===== src/rtl/uart_pkg.sv =====
// uart_pkg
//   Shared definitions for the UART receiver slice.
//   - rx_state_t   : receiver FSM state encoding (ST_PARITY only exists when
//                    UART_RX_PARITY_EN is defined)
//   - DATA_BITS    : payload bits per frame
//   - clks_per_bit : system clocks per serial bit, truncating division
// Configuration macro: UART_RX_PARITY_EN (8E1 frames when defined, 8N1 otherwise).
package uart_pkg;

  localparam int DATA_BITS = 8;

  typedef enum logic [2:0] {
    ST_IDLE,
    ST_START,
    ST_DATA,
`ifdef UART_RX_PARITY_EN
    ST_PARITY,
`endif
    ST_STOP,
    ST_BREAK
  } rx_state_t;

  function automatic int clks_per_bit(input int clk_hz, input int baud);
    return clk_hz / baud;
  endfunction

endpackage


===== src/rtl/uart_rx_core_if.sv =====
// uart_rx_core_if
//   Byte-strobe bundle between the UART receiver and its consumer
//   (the LED command parser).
//   rx_byte    : last correctly received byte
//   rx_valid   : one-cycle strobe, rx_byte updated this cycle
//   frame_err  : one-cycle strobe, stop bit sampled low
//   parity_err : one-cycle strobe, parity mismatch (0 when parity is disabled)
//   busy       : receiver is inside a frame or a break
//   master modport = receiver (drives), slave modport = consumer (reads).
interface uart_rx_core_if;
  import uart_pkg::*;

  logic [DATA_BITS-1:0] rx_byte;
  logic                 rx_valid;
  logic                 frame_err;
  logic                 parity_err;
  logic                 busy;

  modport master (
    output rx_byte,
    output rx_valid,
    output frame_err,
    output parity_err,
    output busy
  );

  modport slave (
    input rx_byte,
    input rx_valid,
    input frame_err,
    input parity_err,
    input busy
  );

endinterface


===== src/rtl/sync_2ff.sv =====
// sync_2ff
//   Two-flop synchroniser for a single asynchronous bit.
//   clk  : destination clock
//   rstn : synchronous active-low reset; both flops load RESET_VAL
//   d    : asynchronous input
//   q    : synchronised output, two clk cycles behind d
module sync_2ff #(
  parameter logic RESET_VAL = 1'b1
) (
  input  logic clk,
  input  logic rstn,
  input  logic d,
  output logic q
);

  logic meta;

  // Presetting to the line's idle level keeps the receiver from seeing a
  // phantom start edge straight out of reset.
  always_ff @(posedge clk) begin
    if (!rstn) begin
      meta <= RESET_VAL;
      q    <= RESET_VAL;
    end else begin
      meta <= d;
      q    <= meta;
    end
  end

endmodule


===== src/rtl/uart_rx_core.sv =====
// uart_rx_core
//   Asynchronous UART receiver, 8N1 (or 8E1 with UART_RX_PARITY_EN defined).
//   Synchronises rx, rejects start-bit glitches, samples each bit near its
//   middle and reports each frame as exactly one strobe on the interface.
// Parameters
//   CLK_HZ : system clock frequency in Hz
//   BAUD   : line rate in bit/s (CLK_HZ/BAUD must be >= 4)
// Ports
//   clk   : system clock
//   rstn  : synchronous active-low reset
//   rx    : asynchronous serial input, idle high
//   rx_if : uart_rx_core_if.master (rx_byte, rx_valid, frame_err, parity_err, busy)
// Configuration macro: UART_RX_PARITY_EN
module uart_rx_core
  import uart_pkg::*;
#(
  parameter int CLK_HZ = 12000000,
  parameter int BAUD   = 9600
) (
  input  logic           clk,
  input  logic           rstn,
  input  logic           rx,
  uart_rx_core_if.master rx_if
);

  localparam int CPB   = clks_per_bit(CLK_HZ, BAUD);
  localparam int CNT_W = $clog2(CPB);

  localparam logic [CNT_W-1:0] CNT_LAST = CNT_W'(CPB - 1);
  localparam logic [CNT_W-1:0] CNT_HALF = CNT_W'(CPB / 2 - 1);
  localparam logic [2:0]       BIT_LAST = 3'(DATA_BITS - 1);

  if (CPB < 4) begin : g_cpb_check
    $error("uart_rx_core: CLK_HZ/BAUD must be at least 4");
  end

  logic                 rx_s;
  rx_state_t            state_q, state_d;
  logic [CNT_W-1:0]     cnt_q, cnt_d;
  logic [2:0]           bit_q, bit_d;
  logic [DATA_BITS-1:0] shift_q, shift_d;
  logic [DATA_BITS-1:0] byte_q, byte_d;
  logic                 valid_q, valid_d;
  logic                 ferr_q, ferr_d;
`ifdef UART_RX_PARITY_EN
  logic                 par_q, par_d;
  logic                 perr_q, perr_d;
`endif

  sync_2ff #(
    .RESET_VAL (1'b1)
  ) u_sync (
    .clk  (clk),
    .rstn (rstn),
    .d    (rx),
    .q    (rx_s)
  );

  // Next-state logic. The clock counter is cleared on every state change so
  // each bit period is timed from the previous sample point, never from a
  // free-running count. STOP returns to IDLE at mid-stop, which lets a start
  // edge that immediately follows the stop bit be caught.
  always_comb begin
    state_d = state_q;
    cnt_d   = cnt_q;
    bit_d   = bit_q;
    shift_d = shift_q;
    byte_d  = byte_q;
    valid_d = 1'b0;
    ferr_d  = 1'b0;
`ifdef UART_RX_PARITY_EN
    par_d   = par_q;
    perr_d  = 1'b0;
`endif
    unique case (state_q)
      ST_IDLE: begin
        cnt_d = '0;
        bit_d = '0;
        if (!rx_s) state_d = ST_START;
      end
      ST_START: begin
        if (cnt_q == CNT_HALF) begin
          cnt_d   = '0;
          state_d = rx_s ? ST_IDLE : ST_DATA;
        end else begin
          cnt_d = cnt_q + CNT_W'(1);
        end
      end
      ST_DATA: begin
        if (cnt_q == CNT_LAST) begin
          cnt_d   = '0;
          shift_d = {rx_s, shift_q[DATA_BITS-1:1]};
          if (bit_q == BIT_LAST) begin
            bit_d = '0;
`ifdef UART_RX_PARITY_EN
            state_d = ST_PARITY;
`else
            state_d = ST_STOP;
`endif
          end else begin
            bit_d = bit_q + 3'd1;
          end
        end else begin
          cnt_d = cnt_q + CNT_W'(1);
        end
      end
`ifdef UART_RX_PARITY_EN
      ST_PARITY: begin
        if (cnt_q == CNT_LAST) begin
          cnt_d   = '0;
          par_d   = rx_s;
          state_d = ST_STOP;
        end else begin
          cnt_d = cnt_q + CNT_W'(1);
        end
      end
`endif
      ST_STOP: begin
        if (cnt_q == CNT_LAST) begin
          cnt_d = '0;
          if (!rx_s) begin
            // A bad stop bit takes priority over any parity result.
            ferr_d  = 1'b1;
            state_d = ST_BREAK;
          end else begin
            state_d = ST_IDLE;
`ifdef UART_RX_PARITY_EN
            if (par_q != ^shift_q) begin
              perr_d = 1'b1;
            end else begin
              byte_d  = shift_q;
              valid_d = 1'b1;
            end
`else
            byte_d  = shift_q;
            valid_d = 1'b1;
`endif
          end
        end else begin
          cnt_d = cnt_q + CNT_W'(1);
        end
      end
      ST_BREAK: begin
        if (rx_s) state_d = ST_IDLE;
      end
      default: state_d = ST_IDLE;
    endcase
  end

  always_ff @(posedge clk) begin
    if (!rstn) begin
      state_q <= ST_IDLE;
      cnt_q   <= '0;
      bit_q   <= '0;
      shift_q <= '0;
      byte_q  <= '0;
      valid_q <= 1'b0;
      ferr_q  <= 1'b0;
`ifdef UART_RX_PARITY_EN
      par_q   <= 1'b0;
      perr_q  <= 1'b0;
`endif
    end else begin
      state_q <= state_d;
      cnt_q   <= cnt_d;
      bit_q   <= bit_d;
      shift_q <= shift_d;
      byte_q  <= byte_d;
      valid_q <= valid_d;
      ferr_q  <= ferr_d;
`ifdef UART_RX_PARITY_EN
      par_q   <= par_d;
      perr_q  <= perr_d;
`endif
    end
  end

  assign rx_if.rx_byte   = byte_q;
  assign rx_if.rx_valid  = valid_q;
  assign rx_if.frame_err = ferr_q;
  assign rx_if.busy      = (state_q != ST_IDLE);
`ifdef UART_RX_PARITY_EN
  assign rx_if.parity_err = perr_q;
`else
  assign rx_if.parity_err = 1'b0;
`endif

endmodule


===== src/flat_wrapper.sv =====
// flat-port wrapper written by rule: the top's interface ports become plain ports
module uart_rx_core_flat import uart_pkg::*;
#(
  parameter int CLK_HZ = 12000000,
  parameter int BAUD   = 9600
)
  (clk, rstn, rx, rx_if_rx_byte, rx_if_rx_valid, rx_if_frame_err, rx_if_parity_err, rx_if_busy);
  uart_rx_core_if rx_if_i ();
  input  logic clk;
  input  logic rstn;
  input  logic rx;
  output wire logic [$bits(rx_if_i.rx_byte)-1:0] rx_if_rx_byte;
  output wire logic [$bits(rx_if_i.rx_valid)-1:0] rx_if_rx_valid;
  output wire logic [$bits(rx_if_i.frame_err)-1:0] rx_if_frame_err;
  output wire logic [$bits(rx_if_i.parity_err)-1:0] rx_if_parity_err;
  output wire logic [$bits(rx_if_i.busy)-1:0] rx_if_busy;
  assign rx_if_rx_byte = rx_if_i.rx_byte;
  assign rx_if_rx_valid = rx_if_i.rx_valid;
  assign rx_if_frame_err = rx_if_i.frame_err;
  assign rx_if_parity_err = rx_if_i.parity_err;
  assign rx_if_busy = rx_if_i.busy;
  uart_rx_core #(.CLK_HZ(CLK_HZ), .BAUD(BAUD)) u_core (.clk(clk), .rstn(rstn), .rx(rx), .rx_if(rx_if_i));
endmodule

===== config.mk =====
export PLATFORM = sky130hd
export DESIGN_NAME = uart_rx_core_flat
export DESIGN_NICKNAME = d
export VERILOG_FILES = /design/src/rtl/uart_pkg.sv /design/src/rtl/uart_rx_core_if.sv /design/src/rtl/sync_2ff.sv /design/src/rtl/uart_rx_core.sv /design/src/flat_wrapper.sv
export SDC_FILE = /design/constraint.sdc
export NUM_CORES = 1
export LEC_CHECK = 0
export BUFFER_PORTS_ARGS = -buffer_cell sky130_fd_sc_hd__buf_2
export CAP_MARGIN = 15
export CORE_MARGIN = 2
export CORE_UTILIZATION = 40
export CTS_CLUSTER_SIZE = 10
export DETAILED_ROUTE_END_ITERATION = 7
export PLACE_DENSITY_LB_ADDON = 0.3
export SYNTH_ARGS = -nofsm -noshare
export SYNTH_HDL_FRONTEND = slang
export SYNTH_HIERARCHICAL = 1
export SYNTH_SLANG_ARGS = --single-unit

===== constraint.sdc =====
create_clock -name clk -period 3.2 [get_ports clk]
set_input_delay 0 -clock clk [delete_from_list [all_inputs] [get_ports clk]]
set_output_delay 0 -clock clk [all_outputs]
set_load 0.01 [all_outputs]

==> results_tabular.tex <==
\begin{tabular}{lr}
\hline
Metric & Value \\
\hline
\multicolumn{2}{l}{\textbf{Outcome}} \\
Run status & complete, no violations \\
\multicolumn{2}{l}{\textbf{CTS}} \\
Clock tree root buffer cell & sky130\_fd\_sc\_hd\_\_clkbuf\_8 \\
Clock-pin transition on the worst setup and hold timing paths & 0.07 ns \\
Number of clock buffers inserted by TritonCTS & 5 \\
Number of clock sinks & 37 \\
Maximum buffer depth of the clock tree & 2 \\
Number of levels the H-tree was split into & 2 \\
Clock latency reported for the late side of the worst-skew pair & around 0.29 ns \\
Clock tree from TritonCTS & built \\
\multicolumn{2}{l}{\textbf{Layout}} \\
Share of layout cells above drive strength 1 & 12.67\% \\
Final core area utilization & 45.66\% \\
Final-stage net count & about 230 \\
Fillers & 452 \\
Total inserted antenna cells & 0 \\
Layout-stage area growth over the synthesis result & 8.558\% \\
\multicolumn{2}{l}{\textbf{Logic synthesis}} \\
Total of warnings raised by yosys & 6 \\
Area share of the largest cell type after synthesis & around two fifths \\
Mean post-synth cell area & about 8.6 um\^{}2 \\
Async set-reset flop share out of synthesis & 0\% \\
Most area-hungry cell type in the Yosys netlist & sky130\_fd\_sc\_hd\_\_dfxtp\_1 \\
Number of distinct standard cells referenced by the synthesized netlist & 46 \\
Top FF cell, synth & sky130\_fd\_sc\_hd\_\_dfxtp\_1 \\
Number of standard cells after synthesis & 215 \\
Proportion of synthesized chip area in sequential cells & approximately two fifths \\
Netlist area before placement & 0.001857 mm\^{}2 \\
Leading cell type by number of instances after synthesis & sky130\_fd\_sc\_hd\_\_dfxtp\_1 \\
Net Count, Synth & between 200 and 250 \\
Top post-synthesis cells by area & sky130\_fd\_sc\_hd\_\_dfxtp\_1, sky130\_fd\_sc\_hd\_\_nand2\_1, sky130\_fd\_sc\_hd\_\_nand3\_1, sky130\_fd\_sc\_hd\_\_a21boi\_1, sky130\_fd\_sc\_hd\_\_mux2i\_1 \\
Count of state elements after synthesis & 37 \\
Number of enable flip-flop cells after synthesis & 0 \\
Top cells by count, synth & sky130\_fd\_sc\_hd\_\_dfxtp\_1, sky130\_fd\_sc\_hd\_\_nand2\_1, sky130\_fd\_sc\_hd\_\_nand3\_1 \\
\multicolumn{2}{l}{\textbf{Worst setup path}} \\
Maximum fanout along the worst path & 14 \\
RR Endpoint & u\_core/cnt\_q[9] \\
Cells along the critical path & inv\_1 > ha\_1 > nor4bb\_1 > a31oi\_1 > nor2\_1 > o311ai\_1 \\
Worst setup path startpoint & u\_core/cnt\_q[0] \\
Worst path required time & 3.40 ns \\
Critical-path top delay cell & sky130\_fd\_sc\_hd\_\_a31oi\_1 \\
Start of the worst register-to-register path & u\_core/cnt\_q[0] \\
Worst setup path end & u\_core/cnt\_q[9] \\
Largest stage delay on the critical path & 0.88 ns \\
Critical path arrival & 2.56 ns \\
Register-to-Register Path Depth & 6 \\
Kind of start point of the critical path & flop \\
Type of the setup path with the least slack & reg2reg \\
Worst setup EP type & flop \\
Register-to-Register Setup Slack & 0.83 ns \\
\multicolumn{2}{l}{\textbf{Timing}} \\
Transition time at the pin with the least slew margin & 1.090 ns \\
Number of max-slew violations in the final report & 0 \\
Total Neg Setup Slack & 0 ns \\
Final hold viol count & 0 \\
Post-route minimum period & between 2 and 2.5 ns \\
Normalized max-slew margin & roughly 27\% \\
Count of final setup violators & 0 \\
Final worst clock skew & 0.009082 ns \\
Worst hold slack after final layout & 0.2105 ns \\
Final critical-path share of the clock period & 73.99\% \\
RSZ-0062 raised after global routing & false \\
Highest achievable clock rate & 0.4223 GHz \\
\multicolumn{2}{l}{\textbf{Drt}} \\
First DRT Iteration DRCs & 79 \\
Detail-routed via count per cell & approximately 5.7 \\
Count of vias placed by the detailed router & 1564 \\
Total DRC errors in the routed layout & 0 \\
Wire length after detailed routing & 3892 um \\
Remaining antenna violation count after routing & 0 \\
WL per Instance & 14.26 um \\
Number of search-and-repair iterations in the first detailed-routing pass & 5 \\
\multicolumn{2}{l}{\textbf{Global routing}} \\
Antenna violations before repair & 0 \\
GRT Overall Usage & 15.54\% \\
First-pass GRT wire length & 6341 um \\
Largest net degree at the start of global routing & 50 \\
Congestion Overflow GR & 0 \\
Vias in the first global route & $\sim$1400 \\
\multicolumn{2}{l}{\textbf{Floorplan}} \\
Effective utilization at floorplan & 42.06\% \\
Core outline area & 0.004414 mm\^{}2 \\
Total die area & about 0.0052 mm\^{}2 \\
\# rows & 24 \\
Die boundary width & approximately 72 um \\
I/O pin total & 15 \\
Vertical die dimension & 72.13 um \\
\multicolumn{2}{l}{\textbf{Power}} \\
Pwr per Cell Area & 403.9 mW/mm\^{}2 \\
Leak & 0.7725 nW \\
IR Drop Worst-Case VDD & 0.2913 mV \\
\multicolumn{2}{l}{\textbf{Worst hold path}} \\
Launch point of the worst hold path & rstn \\
Worst hold path type & in2reg \\
\multicolumn{2}{l}{\textbf{Placement}} \\
Detailed placer's ending HPWL & 2550 um \\
Routability congestion estimate from global placement & 0.7913 \\
Total of buffers placed on input and output ports & 13 \\
\multicolumn{2}{l}{\textbf{Run}} \\
Maxcap violations & 0 \\
\hline
\end{tabular}
==> worst max-delay path, delay by kind of cell (launching register included) <==
family	cells	cell delay [ns]
adders and majority gates	1	0.20
AOI/OAI and AO/OA	2	1.19
buffers and inverters	1	0.09
and+or+nand+nor	2	0.36
DFF	1	0.44
==> sequential cells by signal, summed over array words and instances (netlist names) <==
name                    cells
u_core/u_sync/q             1
u_core/rx_if.rx_byte        8
u_core/rx_if.rx_valid       1
u_core/u_sync/meta          1
u_core/bit_q                3
u_core/cnt_q               11
u_core/shift_q              8
u_core/state_q              3
u_core/rx_if.frame_err      1
==> worst min path at each step <==
stage,cells past startpoint,end
floorplan,1,u_core/u_sync/q
global placement,2,u_core/u_sync/meta
detailed placement,2,u_core/u_sync/meta
CTS,3,u_core/u_sync/q
global route,3,u_core/u_sync/meta
finish,3,u_core/u_sync/q
==> report_power, final <==
part,switching (mW),internal (mW)
Sequential,0.00281,0.462
Combinational,0.0163,0.00848
Clock,0.170,0.154
Total,0.189,0.625
==> final cells by class <==
cell class                 instances  area, um^2  area share [%]
sequential                        37       740.7           36.75
tap                               52       65.06           3.228
timing repair buffer              15       82.58           4.097
inverter                           4       15.01          0.7449
clock inverter                     3       22.52           1.117
multi-input combinational        157        1021           50.65
clock buffer                       5       68.82           3.414
==> what timing repair did <==
action,CTS,global route
gates resized for setup,0,0
hold endpoints to repair,1,0
hold buffers,1,0
setup buffers,0,0
==> metal layers <==
layer	vias up	wire, um	track usage (%)
li1	800	-	-
met1	738	1887	19.22
met2	21	1843	24.97
met3	5	129	6.111
met4	0	31	4.612
met5	-	0	0
==> stage by stage <==
stage | cell area, um^2 | worst slack, ns | std cells | total power, mW
5_1_grt | 2016 | 0.5960 | 273 | 0.8484
3_3_place_gp | 1914 | 0.9198 | 264 | 0.4996
6_report | 2016 | 0.8322 | 273 | 0.8141
4_1_cts | 2016 | 0.8502 | 273 | 0.8265
2_1_floorplan | 1857 | 1.649 | 215 | 0.4946
3_5_place_dp | 1914 | 0.8743 | 264 | 0.4996
==> kinds of logic after synthesis <==
| logic type | after synthesis | synth area share, % |
|---|---|---|
| simple gates | 89 | 26.82 |
| compound gates | 54 | 20.28 |
| flops | 37 | 39.89 |
| buf+inv | 21 | 5.121 |
| mux | 8 | 4.313 |
| fa+ha+maj | 5 | 3.369 |
| other cells | 1 | 0.2020 |
==> placed cells by master, fill, tap and decap left out, types with 2 or more instances in the layout <==
cell and count:
sky130_fd_sc_hd__clkbuf_8 5, sky130_fd_sc_hd__inv_1 4, sky130_fd_sc_hd__nand2b_1 6, sky130_fd_sc_hd__nand4_1 3
sky130_fd_sc_hd__clkinv_4 2, sky130_fd_sc_hd__a31oi_1 3, sky130_fd_sc_hd__o211a_1 2, sky130_fd_sc_hd__o22ai_1 4
sky130_fd_sc_hd__nand3_1 18, sky130_fd_sc_hd__o21ai_0 10, sky130_fd_sc_hd__nand2_1 27, sky130_fd_sc_hd__or3_1 7
sky130_fd_sc_hd__a21boi_1 12, sky130_fd_sc_hd__o311ai_1 2, sky130_fd_sc_hd__and3_1 3, sky130_fd_sc_hd__a21oi_1 5
sky130_fd_sc_hd__o211ai_1 7, sky130_fd_sc_hd__o2111ai_1 2, sky130_fd_sc_hd__mux2i_1 8, sky130_fd_sc_hd__nor2_1 7
sky130_fd_sc_hd__ha_1 5, sky130_fd_sc_hd__dfxtp_1 37, sky130_fd_sc_hd__nor3_1 2, sky130_fd_sc_hd__nor4_1 3
sky130_fd_sc_hd__a21boi_0 2, sky130_fd_sc_hd__buf_2 13
(Power assumes the default switching activity.)
